### src/rtl/mem_stage_if.sv
// Shared sizing package and the ALU-stage / data-memory / writeback bundle of mem_stage.
// misaligned exists only when MEM_MISALIGN_CHECK_EN is defined.
package params_pkg;
  parameter int DATA_WIDTH     = 32;
  parameter int ADDR_WIDTH     = 32;
  parameter int REGISTER_WIDTH = 5;

  typedef enum logic {
    BYTE = 1'b0,
    WORD = 1'b1
  } access_size_t;
endpackage

interface mem_stage_if #(
  parameter int DATA_WIDTH     = params_pkg::DATA_WIDTH,
  parameter int ADDR_WIDTH     = params_pkg::ADDR_WIDTH,
  parameter int REGISTER_WIDTH = params_pkg::REGISTER_WIDTH
);
  import params_pkg::*;

  // ALU stage side
  logic                      valid;
  logic                      is_load;
  logic                      is_store;
  logic                      reg_wr_en;
  access_size_t              access_size;
  logic [ADDR_WIDTH-1:0]     addr;
  logic [DATA_WIDTH-1:0]     wr_data;
  logic [REGISTER_WIDTH-1:0] rd;
  logic                      stall;

  // data memory side
  logic                      dmem_req;
  logic                      dmem_we;
  logic [ADDR_WIDTH-1:0]     dmem_addr;
  logic [DATA_WIDTH-1:0]     dmem_wdata;
  logic [DATA_WIDTH/8-1:0]   dmem_be;
  logic                      dmem_ready;
  logic                      dmem_rvalid;
  logic [DATA_WIDTH-1:0]     dmem_rdata;

  // writeback side
  logic                      wb_valid;
  logic                      wb_reg_wr_en;
  logic [REGISTER_WIDTH-1:0] wb_rd;
  logic [DATA_WIDTH-1:0]     wb_data;
  logic                      instr_finishes;
`ifdef MEM_MISALIGN_CHECK_EN
  logic                      misaligned;
`endif

  modport master (
    input  valid, is_load, is_store, reg_wr_en, access_size, addr, wr_data, rd,
    input  dmem_ready, dmem_rvalid, dmem_rdata,
`ifdef MEM_MISALIGN_CHECK_EN
    output misaligned,
`endif
    output stall, dmem_req, dmem_we, dmem_addr, dmem_wdata, dmem_be,
    output wb_valid, wb_reg_wr_en, wb_rd, wb_data, instr_finishes
  );

  modport slave (
    output valid, is_load, is_store, reg_wr_en, access_size, addr, wr_data, rd,
    output dmem_ready, dmem_rvalid, dmem_rdata,
`ifdef MEM_MISALIGN_CHECK_EN
    input  misaligned,
`endif
    input  stall, dmem_req, dmem_we, dmem_addr, dmem_wdata, dmem_be,
    input  wb_valid, wb_reg_wr_en, wb_rd, wb_data, instr_finishes
  );
endinterface

### src/rtl/mem_stage.sv
// Memory stage: issues one load/store at a time to data memory and returns the result to writeback.
// Optional MEM_MISALIGN_CHECK_EN rejects misaligned WORD ops without touching memory.
module mem_stage #(
  parameter int DATA_WIDTH     = params_pkg::DATA_WIDTH,
  parameter int ADDR_WIDTH     = params_pkg::ADDR_WIDTH,
  parameter int REGISTER_WIDTH = params_pkg::REGISTER_WIDTH
) (
  input  logic        clk_i,
  input  logic        rst_i,
  mem_stage_if.master bus
);
  import params_pkg::*;

  localparam int NUM_LANES = DATA_WIDTH / 8;
  localparam int LANE_BITS = $clog2(NUM_LANES);

  typedef enum logic [1:0] {
    IDLE,
    REQ,
    WAIT
  } state_t;

  state_t                    state_reg;
  logic                      req_reg;
  logic                      we_reg;
  logic [ADDR_WIDTH-1:0]     addr_reg;
  logic [DATA_WIDTH-1:0]     wdata_reg;
  logic [NUM_LANES-1:0]      be_reg;
  logic                      wb_valid_reg;
  logic                      wb_wr_en_reg;
  logic [REGISTER_WIDTH-1:0] wb_rd_reg;
  logic [DATA_WIDTH-1:0]     wb_data_reg;
  logic                      load_reg;
  logic                      word_reg;
  logic [LANE_BITS-1:0]      lane_reg;
  logic                      wr_en_hold_reg;
  logic [REGISTER_WIDTH-1:0] rd_hold_reg;

  logic                      accept;
  logic                      word_next;
  logic [LANE_BITS-1:0]      lane_next;
  logic [DATA_WIDTH-1:0]     byte_rep;
  logic [NUM_LANES-1:0]      byte_be;
  logic [DATA_WIDTH-1:0]     wdata_next;
  logic [NUM_LANES-1:0]      be_next;
  logic [7:0]                rdata_bytes [NUM_LANES];
  logic [7:0]                sel_byte;
  logic [DATA_WIDTH-1:0]     load_result;
  logic                      load_done;

  assign accept    = bus.valid && (bus.is_load || bus.is_store);
  assign word_next = (bus.access_size == WORD);
  assign lane_next = bus.addr[LANE_BITS-1:0];

  generate
    for (genvar gi = 0; gi < NUM_LANES; gi++) begin : g_lane
      assign byte_rep[gi*8 +: 8] = bus.wr_data[7:0];
      assign byte_be[gi]         = (lane_next == LANE_BITS'(gi));
      assign rdata_bytes[gi]     = bus.dmem_rdata[gi*8 +: 8];
    end
  endgenerate

  assign wdata_next  = word_next ? bus.wr_data : byte_rep;
  assign be_next     = word_next ? '1 : byte_be;
  assign sel_byte    = rdata_bytes[lane_reg];
  assign load_result = word_reg ? bus.dmem_rdata : {{(DATA_WIDTH-8){sel_byte[7]}}, sel_byte};

  // Read data arriving in the handshake cycle itself counts as the completion.
  assign load_done = ((state_reg == REQ) && bus.dmem_ready && load_reg && bus.dmem_rvalid) ||
                     ((state_reg == WAIT) && bus.dmem_rvalid);

`ifdef MEM_MISALIGN_CHECK_EN
  logic misaligned_reg;
  logic misaligned_next;
  assign misaligned_next = word_next && (lane_next != '0);
  assign bus.misaligned  = misaligned_reg;
`endif

  always_ff @(posedge clk_i) begin
    if (rst_i) begin
      state_reg      <= IDLE;
      req_reg        <= 1'b0;
      we_reg         <= 1'b0;
      addr_reg       <= '0;
      wdata_reg      <= '0;
      be_reg         <= '0;
      wb_valid_reg   <= 1'b0;
      wb_wr_en_reg   <= 1'b0;
      wb_rd_reg      <= '0;
      wb_data_reg    <= '0;
      load_reg       <= 1'b0;
      word_reg       <= 1'b0;
      lane_reg       <= '0;
      wr_en_hold_reg <= 1'b0;
      rd_hold_reg    <= '0;
`ifdef MEM_MISALIGN_CHECK_EN
      misaligned_reg <= 1'b0;
`endif
    end else begin
      wb_valid_reg <= 1'b0;
`ifdef MEM_MISALIGN_CHECK_EN
      misaligned_reg <= 1'b0;
`endif
      case (state_reg)
        IDLE: begin
          if (accept) begin
            load_reg       <= !bus.is_store;
            word_reg       <= word_next;
            lane_reg       <= lane_next;
            wr_en_hold_reg <= bus.reg_wr_en;
            rd_hold_reg    <= bus.rd;
`ifdef MEM_MISALIGN_CHECK_EN
            if (misaligned_next) begin
              wb_valid_reg   <= 1'b1;
              wb_wr_en_reg   <= 1'b0;
              misaligned_reg <= 1'b1;
            end else
`endif
            begin
              req_reg   <= 1'b1;
              we_reg    <= bus.is_store;
              addr_reg  <= bus.addr;
              wdata_reg <= wdata_next;
              be_reg    <= be_next;
              state_reg <= REQ;
            end
          end
        end
        REQ: begin
          if (bus.dmem_ready) begin
            req_reg <= 1'b0;
            if (!load_reg) begin
              state_reg    <= IDLE;
              wb_valid_reg <= 1'b1;
              wb_wr_en_reg <= 1'b0;
              wb_rd_reg    <= rd_hold_reg;
            end else begin
              state_reg <= WAIT;
            end
          end
        end
        WAIT: ;
        default: state_reg <= IDLE;
      endcase

      if (load_done) begin
        state_reg    <= IDLE;
        wb_valid_reg <= 1'b1;
        wb_wr_en_reg <= wr_en_hold_reg;
        wb_rd_reg    <= rd_hold_reg;
        wb_data_reg  <= load_result;
      end
    end
  end

  assign bus.stall          = (state_reg != IDLE);
  assign bus.dmem_req       = req_reg;
  assign bus.dmem_we        = we_reg;
  assign bus.dmem_addr      = addr_reg;
  assign bus.dmem_wdata     = wdata_reg;
  assign bus.dmem_be        = be_reg;
  assign bus.wb_valid       = wb_valid_reg;
  assign bus.wb_reg_wr_en   = wb_wr_en_reg;
  assign bus.wb_rd          = wb_rd_reg;
  assign bus.wb_data        = wb_data_reg;
  assign bus.instr_finishes = wb_valid_reg;
endmodule

### src/flat_wrapper.sv
// flat-port wrapper written by rule: the top's interface ports become plain ports
module mem_stage_flat import params_pkg::*;
#(
  parameter int DATA_WIDTH     = params_pkg::DATA_WIDTH,
  parameter int ADDR_WIDTH     = params_pkg::ADDR_WIDTH,
  parameter int REGISTER_WIDTH = params_pkg::REGISTER_WIDTH
)
  (clk_i, rst_i, bus_valid, bus_is_load, bus_is_store, bus_reg_wr_en, bus_access_size, bus_addr, bus_wr_data, bus_rd, bus_dmem_ready, bus_dmem_rvalid, bus_dmem_rdata, bus_stall, bus_dmem_req, bus_dmem_we, bus_dmem_addr, bus_dmem_wdata, bus_dmem_be, bus_wb_valid, bus_wb_reg_wr_en, bus_wb_rd, bus_wb_data, bus_instr_finishes);
  mem_stage_if #(.DATA_WIDTH(DATA_WIDTH), .ADDR_WIDTH(ADDR_WIDTH), .REGISTER_WIDTH(REGISTER_WIDTH)) bus_i ();
  input  logic clk_i;
  input  logic rst_i;
  input wire logic [$bits(bus_i.valid)-1:0] bus_valid;
  input wire logic [$bits(bus_i.is_load)-1:0] bus_is_load;
  input wire logic [$bits(bus_i.is_store)-1:0] bus_is_store;
  input wire logic [$bits(bus_i.reg_wr_en)-1:0] bus_reg_wr_en;
  input wire logic [$bits(bus_i.access_size)-1:0] bus_access_size;
  input wire logic [$bits(bus_i.addr)-1:0] bus_addr;
  input wire logic [$bits(bus_i.wr_data)-1:0] bus_wr_data;
  input wire logic [$bits(bus_i.rd)-1:0] bus_rd;
  input wire logic [$bits(bus_i.dmem_ready)-1:0] bus_dmem_ready;
  input wire logic [$bits(bus_i.dmem_rvalid)-1:0] bus_dmem_rvalid;
  input wire logic [$bits(bus_i.dmem_rdata)-1:0] bus_dmem_rdata;
  output wire logic [$bits(bus_i.stall)-1:0] bus_stall;
  output wire logic [$bits(bus_i.dmem_req)-1:0] bus_dmem_req;
  output wire logic [$bits(bus_i.dmem_we)-1:0] bus_dmem_we;
  output wire logic [$bits(bus_i.dmem_addr)-1:0] bus_dmem_addr;
  output wire logic [$bits(bus_i.dmem_wdata)-1:0] bus_dmem_wdata;
  output wire logic [$bits(bus_i.dmem_be)-1:0] bus_dmem_be;
  output wire logic [$bits(bus_i.wb_valid)-1:0] bus_wb_valid;
  output wire logic [$bits(bus_i.wb_reg_wr_en)-1:0] bus_wb_reg_wr_en;
  output wire logic [$bits(bus_i.wb_rd)-1:0] bus_wb_rd;
  output wire logic [$bits(bus_i.wb_data)-1:0] bus_wb_data;
  output wire logic [$bits(bus_i.instr_finishes)-1:0] bus_instr_finishes;
  assign bus_i.valid = bus_valid;
  assign bus_i.is_load = bus_is_load;
  assign bus_i.is_store = bus_is_store;
  assign bus_i.reg_wr_en = bus_reg_wr_en;
  assign bus_i.access_size = bus_access_size;
  assign bus_i.addr = bus_addr;
  assign bus_i.wr_data = bus_wr_data;
  assign bus_i.rd = bus_rd;
  assign bus_i.dmem_ready = bus_dmem_ready;
  assign bus_i.dmem_rvalid = bus_dmem_rvalid;
  assign bus_i.dmem_rdata = bus_dmem_rdata;
  assign bus_stall = bus_i.stall;
  assign bus_dmem_req = bus_i.dmem_req;
  assign bus_dmem_we = bus_i.dmem_we;
  assign bus_dmem_addr = bus_i.dmem_addr;
  assign bus_dmem_wdata = bus_i.dmem_wdata;
  assign bus_dmem_be = bus_i.dmem_be;
  assign bus_wb_valid = bus_i.wb_valid;
  assign bus_wb_reg_wr_en = bus_i.wb_reg_wr_en;
  assign bus_wb_rd = bus_i.wb_rd;
  assign bus_wb_data = bus_i.wb_data;
  assign bus_instr_finishes = bus_i.instr_finishes;
  mem_stage #(.DATA_WIDTH(DATA_WIDTH), .ADDR_WIDTH(ADDR_WIDTH), .REGISTER_WIDTH(REGISTER_WIDTH)) u_core (.clk_i(clk_i), .rst_i(rst_i), .bus(bus_i));
endmodule
### config.mk
export PLATFORM = sky130hd
export DESIGN_NAME = mem_stage_flat
export DESIGN_NICKNAME = d
export VERILOG_FILES = /design/src/rtl/mem_stage_if.sv /design/src/rtl/mem_stage.sv /design/src/flat_wrapper.sv
export SDC_FILE = /design/constraint.sdc
export NUM_CORES = 1
export LEC_CHECK = 0
export ABC_AREA = 1
export BUFFER_PORTS_ARGS = -buffer_cell sky130_fd_sc_hd__buf_2
export CORE_ASPECT_RATIO = 2
export CORE_MARGIN = 4
export CORE_UTILIZATION = 52
export CTS_CLUSTER_SIZE = 16
export DETAILED_ROUTE_END_ITERATION = 6
export PLACE_DENSITY = 0.86
export SYNTH_ARGS = -nofsm -noshare
export SYNTH_HDL_FRONTEND = slang
export SYNTH_SLANG_ARGS = --single-unit
### constraint.sdc
create_clock -name clk_i -period 2.7 [get_ports clk_i]
set_input_delay 0.27 -clock clk_i [delete_from_list [all_inputs] [get_ports clk_i]]
set_output_delay 0.27 -clock clk_i [all_outputs]
set_load 0.02 [all_outputs]
==> flow_summary.toml, run 1 <==
[status]
outcome = "complete, no violations"

[global_routing]
antenna_found_initial = 0
grt_pass1_wl_um = 24600
grt_max_degree = 70
grt_pass1_vias = 5289
grt_overflow = 0
track_usage_pct = 26.3

[timing]
clock_skew_ns = 0.0103
fmax_mhz = 501
finalMaxSlewViolations = 0
tns_ns = 0
tightest_slew_ns = 0.841
finalHoldViolCount = 0
fin_crit_sh_pct = 73.9
rsz0062_at_grt = "false"
maxSlewHeadroom_pct = 43.8
finalCriticalPeriod_ns = 2.00
setup_violations = 0

[route]
routed_wl_um = 15800
detail_route.wl_per_cell_um = 13.9
first_iter_violations = 265
drtPass1Iterations = 5
via_count = 5662
drtAntennaViolNets = 0
viasPerCell = 5.00
route.detailed.drc = 0

[clocking]
cts.path.max_buffers = 2
clk_root_buffer_cell = "clkbuf_16"
cts_max_level = 4
cts_setup_buffers = 0
cts_resized = 0
tritoncts = "built"
clk_pin_slew_worst_paths_ns = 0.05
cts.sinks = 119
clock_latency_ns = 0.40
hold_buffers = 0
numCtsBuffers = 17

[die]
num_rows = 51
core_area_sq_um = 9830
die_w_um = 79.1
io_pins = 221
dieHeight_um = 150
initial_utilization_pct = 53.5
die-area_sq_um = 11900

[setup_path]
cp_common_cell = "nand2_1"
path_max_fanout = 25
slowest_delay_ns = 0.65
required_ns = 3.00
critPathCaptureType = "flip-flop"
critPathLaunchType = "flip-flop"
crit_type = "reg2reg"
rrSetupSlack_ns = 0.70
r2r_cells = 7
worstReg2RegStart = "u_core.bus.dmem_addr[0]"
arrival_ns = 2.29
crit_start = "u_core.bus.dmem_addr[0]"
cp_slowest_cell = "dfxtp_1"
crit_chain = "nand2_1 > nand3_1 > nand2_1 > nand2_1 > nand3_1 > nand2_1 > inv_1"
r2r-end = "u_core.bus.wb_data[9]"

[synth]
yosysWarnings = 0
netlist-cell-type-count = 25
syn_avg_cell_area_sq_um = 6.64
syn-cell-area_sq_um = 5260
synthArstFlopShare_pct = 0
synth_edf_count = 0
synth_cells = 792
synth_nets = 902
ys_ff_latch = 119
ys.flop_type = "dfxtp_1"
ys_seq_area_share_pct = 45.3

[hold_path]
hold_path_end = "u_core.bus.dmem_addr[10]"
hold_depth = 3
min_path_type = "in2reg"
min-delay-start = "bus_addr[10]"

[run]
maxCapViolations = 0

[pwr]
ir_drop_mv = 0.441
p_leak_nw = 3.95
power_density_nw_per_um2 = 724

[finish]
area_growth_pct = 32.6
nets = 1100
multiInputGateArea_sq_um = 2260
drive_above_1_share_pct = 26.4
fillers = 881
regArea_sq_um = 2380
stdcell_count = 1133
antenna_cells = 0
utilization_pct = 70.9

[placement]
place.gp.congestion = 0.833
hpwl_um = 11300
place_inst = 1103
port_buffers = 220
Yosys cell counts (2+ instances only):
| cell | n | share of area [%] |
|---|---|---|
| a21oi_1 | 50 | 4.8 |
| buf_1 | 4 | 0.29 |
| buf_2 | 14 | 1.3 |
| buf_4 | 3 | 0.43 |
| buf_6 | 7 | 1.5 |
| clkbuf_1 | 18 | 1.3 |
| dfxtp_1 | 119 | 45 |
| inv_1 | 95 | 6.8 |
| inv_2 | 3 | 0.21 |
| nand2_1 | 272 | 19 |
| nand3_1 | 55 | 5.2 |
| nor2_1 | 88 | 6.3 |
| nor2_2 | 3 | 0.36 |
| o211ai_1 | 4 | 0.57 |
| o21ai_0 | 46 | 4.4 |
| o21ai_1 | 2 | 0.19 |
per-stage QoR:
step / total power, mW / hold WS [ns] / setup WS [ns] / instance area (sq um)
floorplan: 2.40 / 0.405 / 1.32 / 5260
global placement: 2.65 / 0.438 / 0.842 / 6340
detailed placement: 2.66 / 0.436 / 0.775 / 6340
CTS: 5.07 / 0.0766 / 0.760 / 6970
global route: 5.24 / 0.0947 / 0.572 / 6970
finish: 5.04 / 0.0870 / 0.705 / 6970
critical path: cells and delay by family (launching register included):
family / cells / cell delay [ns]
and+or+nand+nor: 6 / 1.20
buffers and inverters: 1 / 0.04
DFF: 1 / 0.65
metal layers:
| metal | vias up | GRT usage [%] | wire, um |
|---|---|---|---|
| met5 | - | 0 | 0 |
| met1 | 2532 | 26.6 | 5390 |
| met2 | 268 | 48.1 | 8580 |
| met4 | 0 | 13.5 | 610 |
| met3 | 49 | 7.07 | 1180 |
| li1 | 2813 | - | - |
layout by cell type, fill, tap and decap left out, types with 2 or more instances in the layout:
cell type   instances
inv_1              95
clkinvlp_4          2
buf_2             220
clkbuf_1            3
o21ai_0            46
buf_4               4
nor2_2              3
nand3_1            55
a21oi_1            50
nor2_1             88
clkbuf_16          17
nand2_1           272
o211ai_1            4
o21ai_1             2
buf_12              2
clkinv_2            2
dfxtp_1           119
bufinv_16           5
inv_2               3
power by group:
group          total [mW]  leakage [nW]  switching [mW]  internal [mW]
combinational       0.705          2.68           0.465          0.240
sequential           1.92         0.973          0.0566           1.87
clock                2.42         0.299           0.768           1.65
cells by family (layout without fill, tap and decap cells):
family | Yosys count | count (layout) | synth area share (%)
AOI/OAI and AO/OA | 104 | 104 | 10.3
DFF | 119 | 119 | 45.3
and+or+nand+nor | 424 | 424 | 32.5
buffers and inverters | 145 | 354 | 11.9
worst max path at each step:
stage | endpoint | slack (ns) | cells after the start
4_1_cts | u_core.bus.wb_reg_wr_en | 0.76 | 7
5_1_grt | u_core.bus.wb_data[14] | 0.57 | 8
3_5_place_dp | u_core.bus.wb_reg_wr_en | 0.77 | 6
2_1_floorplan | u_core.bus.wb_data[27] | 1.32 | 9
6_report | u_core.bus.wb_data[9] | 0.70 | 7
3_3_place_gp | u_core.bus.wb_data[22] | 0.84 | 7
cell type report:
| cell class | instances | area share [%] |
|---|---|---|
| Clock buffer | 21 | 6.46 |
| Clock inverter | 9 | 2.51 |
| Inverter | 98 | 5.28 |
| Multi-Input combinational cell | 528 | 32.4 |
| Sequential cell | 119 | 34.2 |
| Tap cell | 132 | 2.37 |
| Timing Repair Buffer | 226 | 16.8 |
(Power assumes the default switching activity.)
==> inputs of run 2 (changes only) <==
ABC_AREA = 0   (was 1)
CORE_UTILIZATION = 46   (was 52)
PLACE_DENSITY = 0.79   (was 0.86)
clock period = 1.98 ns   (was 2.7 ns; I/O delays follow)
==> flow_summary.toml, run 2 <==
[status]
outcome = "complete, no violations"

[timing]
fmax_mhz = 559
fin_crit_sh_pct = 90.4
tightest_slew_ns = 0.818
setup_violations = 0
clock_skew_ns = 0.00962
rsz0062_at_grt = "false"
maxSlewHeadroom_pct = 45.5
tns_ns = 0
finalCriticalPeriod_ns = 1.79
finalMaxSlewViolations = 0
worst_slack_ns = 0.191
finalHoldViolCount = 0

[setup_path]
worstReg2RegStart = "u_core.bus.dmem_addr[0]"
required_ns = 2.26
r2r_cells = 5
rrSetupSlack_ns = 0.19
slowest_delay_ns = 0.51
path_max_fanout = 25
r2r-end = "u_core.bus.wb_data[7]"
cp_slowest_cell = "mux4_2"
arrival_ns = 2.07
cpLargestDelayFamily = "compound AO/OA/AOI/OAI gates"
cp.depth = 5
crit_type = "reg2reg"
crit_buf_inv = 1
crit_chain = "mux4_2 > a221o_1 > buf_12 > a21oi_1 > nor3_1"
endpoint = "u_core.bus.wb_data[7]"
crit_start = "u_core.bus.dmem_addr[0]"
critPathCaptureType = "flip-flop"
critPathLaunchType = "flip-flop"

[synth]
ys.flop_type = "dfxtp_1"
synth_cells = 552
syn_avg_cell_area_sq_um = 8.46
synth_top_area_share_pct = 51.0
ys_seq_area_share_pct = 51.0
yosysWarnings = 0
synth_common_cells = "119 x dfxtp_1, 103 x nand2_1, 73 x a21oi_1, 72 x nor2_1, 35 x clkbuf_1"
synth_nets = 662
synth_edf_count = 0
synthArstFlopShare_pct = 0
ys_ff_latch = 119
yosysMostFrequentCell = "dfxtp_1"
yosys.area.top_type = "dfxtp_1"
syn-cell-area_sq_um = 4670
netlist-cell-type-count = 30
synth_area_leaders = "dfxtp_1 51%, nand2_1 8.3%, a21oi_1 7.8%"

[global_routing]
grt_pass1_vias = 4875
grt_overflow = 0
grt_pass1_wl_um = 23100
track_usage_pct = 24.6
grt_max_degree = 57
antenna_found_initial = 0

[clocking]
cts.path.max_buffers = 2
cts.sinks = 119
cts_max_level = 4
clock_latency_ns = 0.40
clk_root_buffer_cell = "clkbuf_16"
tritoncts = "built"
clk_pin_slew_worst_paths_ns = 0.06
cts_resized = 0
cts_setup_buffers = 0
hold_buffers = 1
numCtsBuffers = 17

[route]
routed_wl_um = 14700
first_iter_violations = 247
drtAntennaViolNets = 0
viasPerCell = 5.26
via_count = 4774
drtPass1Iterations = 5
route.detailed.drc = 0
detail_route.wl_per_cell_um = 16.2

[pwr]
p_leak_nw = 3.07
power_density_nw_per_um2 = 1020
ir_drop_mv = 0.908

[finish]
multiInputGateArea_sq_um = 2080
final_cell_mix = "219 x buf_2, 119 x dfxtp_1, 103 x nand2_1, 72 x nor2_1, 72 x a21oi_1"
area_growth_pct = 41.0
antenna_cells = 0
final_common_cell = "buf_2"
nets = 872
fillers = 821
regArea_sq_um = 2380
drive_above_1_share_pct = 36.5

[die]
initial_utilization_pct = 47.5
dieHeight_um = 150
num_rows = 51
die_w_um = 79.2
io_pins = 221
core_area_sq_um = 9830
die-area_sq_um = 11900

[placement]
hpwl_um = 10900
place.gp.congestion = 0.812
preCtsSetupSlack_ns = 0.209
port_buffers = 220

[run]
maxCapViolations = 0

[hold_path]
min_path_type = "in2reg"
run 2: cell count changes after synthesis, moves of 16 or more:
cell	change
a211oi_1	+33
a21oi_1	+23
clkbuf_1	+17
inv_1	-89
mux2i_1	+32
nand2_1	-169
nand3_1	-54
nor2_1	-16
nor3_1	+30
o21ai_0	-45
run 2: worst min path at each step:
stage	startpoint	to	cells past startpoint
6_report	bus_addr[25]	u_core.bus.dmem_addr[25]	3
5_1_grt	bus_addr[10]	u_core.bus.dmem_addr[10]	3
4_1_cts	bus_addr[29]	u_core.bus.dmem_addr[29]	3
3_5_place_dp	bus_dmem_rvalid	u_core.state_reg[1]	2
3_3_place_gp	bus_dmem_rvalid	u_core.state_reg[1]	2
2_1_floorplan	bus_dmem_rvalid	u_core.state_reg[1]	1
run 2: where the power goes:
part,internal (mW),switching [mW],total [mW]
Sequential,2.52,0.0595,2.58
Clock,2.21,1.07,3.28
Combinational,0.317,0.530,0.847
run 2: final cells by class:
type                    instances  area share [%]
inverters                       6           0.342
multi-input cells             382            31.7
well taps                     132            2.51
clock buffers                  21            7.15
flip-flops and latches        119            36.2
clock inverters                11            2.58
repair buffers                236            19.6
run 2: per-layer routing:
layer / wire length (um) / track usage, %
met1: 5150 / 24.7
met2: 7880 / 44.8
met3: 880 / 5.69
met4: 777 / 15.2
met5: 0 / 0
run 2: stage by stage:
| step | std cells | instance area, sq um | hold slack [ns] | utilization (%) | power, mW |
|---|---|---|---|---|---|
| floorplan | 552 | 4670 | 0.276 | - | 3.10 |
| global placement | 874 | 5930 | 0.413 | 60.4 | 3.44 |
| detailed placement | 874 | 5930 | 0.418 | 60.4 | 3.47 |
| CTS | 907 | 6580 | 0.0123 | 67.0 | 6.77 |
| global route | 907 | 6580 | 0.0218 | 67.0 | 6.97 |
| finish | 907 | 6580 | 0.0280 | 67.0 | 6.71 |
run 2: cell families after synthesis:
logic type | count (synthesis) | synth area share (%)
AOI/OAI and AO/OA | 134 | 18.4
buffers and inverters | 51 | 4.56
muxes | 33 | 7.34
DFF | 119 | 51.0
and+or+nand+nor | 215 | 18.7
run 2: tightest hold or removal path, delay by kind of cell:
kind / cells / cell delay (ns)
buffers and inverters: 1 / 0.09
AOI/OAI and AO/OA: 1 / 0.05
and+or+nand+nor: 1 / 0.04
